[src/rtl/sync_4phase.sv]
// Four-phase req/ack word channel with two-flop synchronizers on req and ack, fed by a transmit queue.
// Define SYNC_TX_FIFO_EN for a FIFO_DEPTH-entry circular queue; otherwise a single holding register is used.
module sync_4phase #(
    parameter int DATA_MSB   = 31,
    parameter int FIFO_DEPTH = 4
) (
    input  logic              clk_tx,
    input  logic              reset,
    input  logic              vi,
    input  logic [DATA_MSB:0] indata,
    output logic [DATA_MSB:0] rdata,
    output logic              vo,
    output logic              snt
);

    typedef enum logic [1:0] {
        IDLE        = 2'd0,
        WAIT_ACK_HI = 2'd1,
        WAIT_ACK_LO = 2'd2
    } tx_state_t;

    localparam int CNT_W = $clog2(FIFO_DEPTH + 1);

    tx_state_t         state_reg, state_next;
    logic              req_reg, req_next;
    logic              snt_next;
    logic              pop;
    logic              wr;
    logic              empty;
    logic              full;
    logic [DATA_MSB:0] head_data;
    logic [DATA_MSB:0] tx_data_reg;
    logic [CNT_W-1:0]  count_reg;

    logic              req_s1, req_s2;
    logic              ack_s1, ack_s2;
    logic              ack_reg;

    // A write in the same cycle as a pop always fits, even when the queue was full.
    assign wr = vi && (!full || pop);

`ifdef SYNC_TX_FIFO_EN
    localparam int PTR_W = (FIFO_DEPTH > 1) ? $clog2(FIFO_DEPTH) : 1;

    logic [DATA_MSB:0] mem [FIFO_DEPTH];
    logic [PTR_W-1:0]  wr_ptr_reg;
    logic [PTR_W-1:0]  rd_ptr_reg;

    always_ff @(posedge clk_tx) begin
        if (wr) begin
            mem[wr_ptr_reg] <= indata;
        end
    end

    always_ff @(posedge clk_tx or negedge reset) begin
        if (!reset) begin
            wr_ptr_reg <= '0;
            rd_ptr_reg <= '0;
            count_reg  <= '0;
        end else begin
            if (wr) begin
                wr_ptr_reg <= wr_ptr_reg + PTR_W'(1);
            end
            if (pop) begin
                rd_ptr_reg <= rd_ptr_reg + PTR_W'(1);
            end
            if (wr && !pop) begin
                count_reg <= count_reg + CNT_W'(1);
            end else if (!wr && pop) begin
                count_reg <= count_reg - CNT_W'(1);
            end
        end
    end

    assign head_data = mem[rd_ptr_reg];
    assign empty     = (count_reg == '0);
    assign full      = (count_reg == CNT_W'(FIFO_DEPTH));
`else
    logic [DATA_MSB:0] hold_data_reg;

    always_ff @(posedge clk_tx) begin
        if (wr) begin
            hold_data_reg <= indata;
        end
    end

    // Occupancy is 0 or 1 here: the counter doubles as the holding register's valid bit.
    always_ff @(posedge clk_tx or negedge reset) begin
        if (!reset) begin
            count_reg <= '0;
        end else if (wr) begin
            count_reg <= CNT_W'(1);
        end else if (pop) begin
            count_reg <= '0;
        end
    end

    assign head_data = hold_data_reg;
    assign empty     = (count_reg == '0);
    assign full      = (count_reg != '0);
`endif

    always_comb begin
        state_next = state_reg;
        req_next   = req_reg;
        snt_next   = 1'b0;
        pop        = 1'b0;
        case (state_reg)
            IDLE: begin
                if (!empty) begin
                    pop        = 1'b1;
                    req_next   = 1'b1;
                    state_next = WAIT_ACK_HI;
                end
            end
            WAIT_ACK_HI: begin
                if (ack_s2) begin
                    req_next   = 1'b0;
                    snt_next   = 1'b1;
                    state_next = WAIT_ACK_LO;
                end
            end
            WAIT_ACK_LO: begin
                if (!ack_s2) begin
                    state_next = IDLE;
                end
            end
            default: begin
                state_next = IDLE;
                req_next   = 1'b0;
            end
        endcase
    end

    always_ff @(posedge clk_tx or negedge reset) begin
        if (!reset) begin
            state_reg <= IDLE;
            req_reg   <= 1'b0;
            snt       <= 1'b0;
        end else begin
            state_reg <= state_next;
            req_reg   <= req_next;
            snt       <= snt_next;
        end
    end

    // Bundled data: only changes on a pop, and req is low whenever a pop happens.
    always_ff @(posedge clk_tx) begin
        if (pop) begin
            tx_data_reg <= head_data;
        end
    end

    always_ff @(posedge clk_tx or negedge reset) begin
        if (!reset) begin
            req_s1 <= 1'b0;
            req_s2 <= 1'b0;
            ack_s1 <= 1'b0;
            ack_s2 <= 1'b0;
        end else begin
            req_s1 <= req_reg;
            req_s2 <= req_s1;
            ack_s1 <= ack_reg;
            ack_s2 <= ack_s1;
        end
    end

    always_ff @(posedge clk_tx or negedge reset) begin
        if (!reset) begin
            ack_reg <= 1'b0;
            rdata   <= '0;
            vo      <= 1'b0;
        end else begin
            vo <= 1'b0;
            if (req_s2 && !ack_reg) begin
                rdata   <= tx_data_reg;
                vo      <= 1'b1;
                ack_reg <= 1'b1;
            end else if (!req_s2 && ack_reg) begin
                ack_reg <= 1'b0;
            end
        end
    end

endmodule

[config.mk]
export PLATFORM = sky130hd
export DESIGN_NAME = sync_4phase
export DESIGN_NICKNAME = d
export VERILOG_FILES = /design/src/rtl/sync_4phase.sv
export SDC_FILE = /design/constraint.sdc
export NUM_CORES = 1
export LEC_CHECK = 0
export CAP_MARGIN = 20
export CORE_ASPECT_RATIO = 1.5
export CORE_MARGIN = 2
export CORE_UTILIZATION = 31
export CTS_CLUSTER_DIAMETER = 80
export DETAILED_ROUTE_END_ITERATION = 10
export PLACE_DENSITY = 0.52
export SYNTH_ARGS = -nofsm -noshare
export SYNTH_HDL_FRONTEND = slang
export SYNTH_SLANG_ARGS = --single-unit
export TNS_END_PERCENT = 5
[constraint.sdc]
create_clock -name clk_tx -period 3.45 [get_ports clk_tx]
set_clock_uncertainty 0.15 [all_clocks]
set_input_delay 0.69 -clock clk_tx [delete_from_list [all_inputs] [get_ports clk_tx]]
set_output_delay 0.69 -clock clk_tx [all_outputs]
set_load 0.02 [all_outputs]
==> results.md <==
* Status: complete, no violations
* Synth warn at 0
* Register-to-Register Path Depth at 4
* Achievable clock frequency at 0.462 GHz
* DRT Pass-1 Iters at 3
* Gate power share at 34.0%
* Int Power at 3.35 mW
* GRT Total Usage at about a tenth
* DR DRC count at 0
* Io pins at 69
* XOR/XNOR share of the synthesized area at less than 1%
* Max-cap violations at 0
* Yosys reg bits at 107
* CP arrival at 1.33 ns
* Critical path capture point type: output port
* Via Count at 1589
* Top Usage Layer GRT: met2
* Largest family of logic cells by synthesized area: multiplexers
* Row cnt at 48
* Main synth FF type: edfxtp_1
* Distinct cells, synth at 19
* Port Buffers at 68
* Part of the power in registers at 45.2%
* Largest net degree at the start of global routing at 44
* CP required at 2.61 ns
* Crit path time final at 2.17 ns
* Fraction of the mapped netlist area in adder cells at less than 1%
* FF-to-FF setup slack at about 1.5 ns
* Global-route met3 utilization at 2.75%
* Crit path buffers/inverters at 1
* CTS resizes at 0
* Synth-to-layout area growth at 31.0%
* Multi-input gate area at approximately 580 um^2
* Critical path depth in cells at 1
* Post-detail-place hpwl at 3670 um
* Unrepaired setup endpoints after global routing: no
* Fin. Hold Viols at 0
* Antenna violations before repair at 0
* Crit share post-route at a little over three fifths
* Synth Cell Area at 0.00365 mm^2
* CTS Sinks at between 100 and 150
* Fraction of registers with async set/reset at 40.2%
* Hold bufs inserted after CTS at 0
* Routed WL per cell at 14.7 um
* DIE HEIGHT at between 100 and 150 um
* Peak fanout along the critical path at 2
* Startpoint types: register
* Final setup violation count at 0
* Tightest Pin Transition at 0.846 ns
* Synth area leader: edfxtp_1
* CP top delay family: buffers and inverters
* Setup TNS at 0 ns
* TritonCTS buffer count at 9
* P per Cell Area at a little under 1000 mW/mm^2
* Worst VDD drop at 0.329 mV
* Area share of and/or/nand/nor cells after synthesis at between 1 and 1.5%
* Clk pwr share at roughly a fifth
* R2R Path Start: ack_reg
* Master of the slowest instance on the critical path: clkdlybuf4s50_1
* Htree depth at 3
* DR iter-0 viols at 63
* Layout fillers at 1054
* Register area share after synthesis at 82.1%
* Routability cong. at 0.649
* Slew HR at 43.6%
* Initial Utilization at 31.7%
* Syn Nets at 197
* Leakage at approximately 1.8 nW
* CTS tree: built
* Core area at 0.0115 mm^2
* Die X at 92.6 um
* Avg Cell Area, Syn at 22.7 um^2
* Register Area at 0.00300 mm^2
* Clk buf depth at 2
* Slowest stage delay, CP at 0.64 ns
* Via density at 4.04
* DRT Wirelength at ~5800 um
* First-pass GRT wire length at roughly 9000 um
* Overflow left after global routing at 0
* Switch share at 28.7%
* Clock-pin slew on the worst setup and hold paths at 0.07 ns
* Number of global-route vias before repair at roughly 1600
* Post-synth top area share at 52.6%
* Switch Pwr at about 1.4 mW
* HP Class: in -> async
* Post-synth EDFFs at 64
* Largest cells by area after synthesis: edfxtp_1, dfrtp_1, mux2_4, buf_12, mux2_2
* Layout cells sized above 1 at 21.8%
* Slew Limit Fails at 0
* Dpl cell area at ~0.0045 mm^2
* Most common cell in the netlist: edfxtp_1
* Setup CP Type: reg -> out
* Met2 Use GR at ~16%
* Die area at 0.0127 mm^2
* Synth Area in Compound Gates at 0.651%
* ANT nets after route at 0
* Commonest cells in the netlist: edfxtp_1, dfrtp_1, mux2_4
* Number of diodes at 0
* Post-synthesis mux area share at 13.2%
* Critical R2R Capture: rdata[1]
* Cells after Synth at 161
* Critical path, cell by cell: clkdlybuf4s50_1
* Grt met1 use at 11.6%
* Setup bufs post-CTS at 0
* Latest clock arrival within the worst-skew pair at 0.34 ns
* Final #Nets at 274
* Fin area at 0.00479 mm^2
* CTS root buf: clkbuf_16
==> power by group through the flow <==
| stage | Combinational [mW] | Clock, mW | Sequential [mW] |
|---|---|---|---|
| 2_1_floorplan | 0.836 | 0 | 2.35 |
| 3_3_place_gp | 1.61 | 0 | 2.14 |
| 3_5_place_dp | 1.63 | 0 | 2.16 |
| 4_1_cts | 1.63 | 1.02 | 2.13 |
| 5_1_grt | 1.70 | 1.06 | 2.18 |
| 6_report | 1.60 | 0.981 | 2.12 |
==> cell usage in the layout (no fill, tap or decap), types with 2 or more instances in the layout <==
cell             count
buf_12               2
clkinv_1             3
inv_1                3
mux2_4              29
clkinv_2             2
mux2_2               4
dfrtp_1             43
clkbuf_16            9
clkdlybuf4s50_1     67
edfxtp_1            64
nor2_1               2
==> per-layer routing <==
layer | share of wire (%) | up-vias
met3 | 4.0 | 11
met2 | 51 | 37
met5 | 0 | -
met1 | 42 | 794
met4 | 2.9 | 0
li1 | - | 747
==> kinds of logic after synthesis <==
family / count (synthesis)
and+or+nand+nor: 7
buffers and inverters: 8
xor gates and xnor gates: 1
adders and majority gates: 1
muxes: 33
DFF: 107
AOI/OAI and AO/OA: 4
==> layout make-up <==
class	instances	share of cell area [%]
sequential	107	62.6
multi-input combinational	46	12.2
clock buffer	9	4.71
tap	150	3.92
timing repair buffer	71	15.1
clock inverter	7	1.23
inverter	3	0.235
==> worst max path at each step <==
stage	start	to	slack (ns)
after detailed placement	vi	head_data[12]	1.02
final	rdata[22]	rdata[22]	1.28
after floorplan	state_reg[0]	tx_data_reg[0]	1.08
after global placement	vi	head_data[12]	1.04
after global routing	rdata[8]	rdata[8]	1.24
after CTS	rdata[11]	rdata[11]	1.26
==> per-stage QoR <==
step | setup slack [ns] | instances | util [%] | hold WS [ns] | power [mW]
6_report | 1.28 | 393 | 41.5 | 0.0357 | 4.70
5_1_grt | 1.24 | 393 | 41.5 | 0.0306 | 4.94
4_1_cts | 1.26 | 392 | 41.3 | 0.201 | 4.78
3_5_place_dp | 1.02 | 376 | 38.9 | 0.187 | 3.78
3_3_place_gp | 1.04 | 376 | 38.9 | 0.185 | 3.75
2_1_floorplan | 1.08 | 161 | - | 0.181 | 3.19
Note: power is estimated with default switching activity, not from simulation.
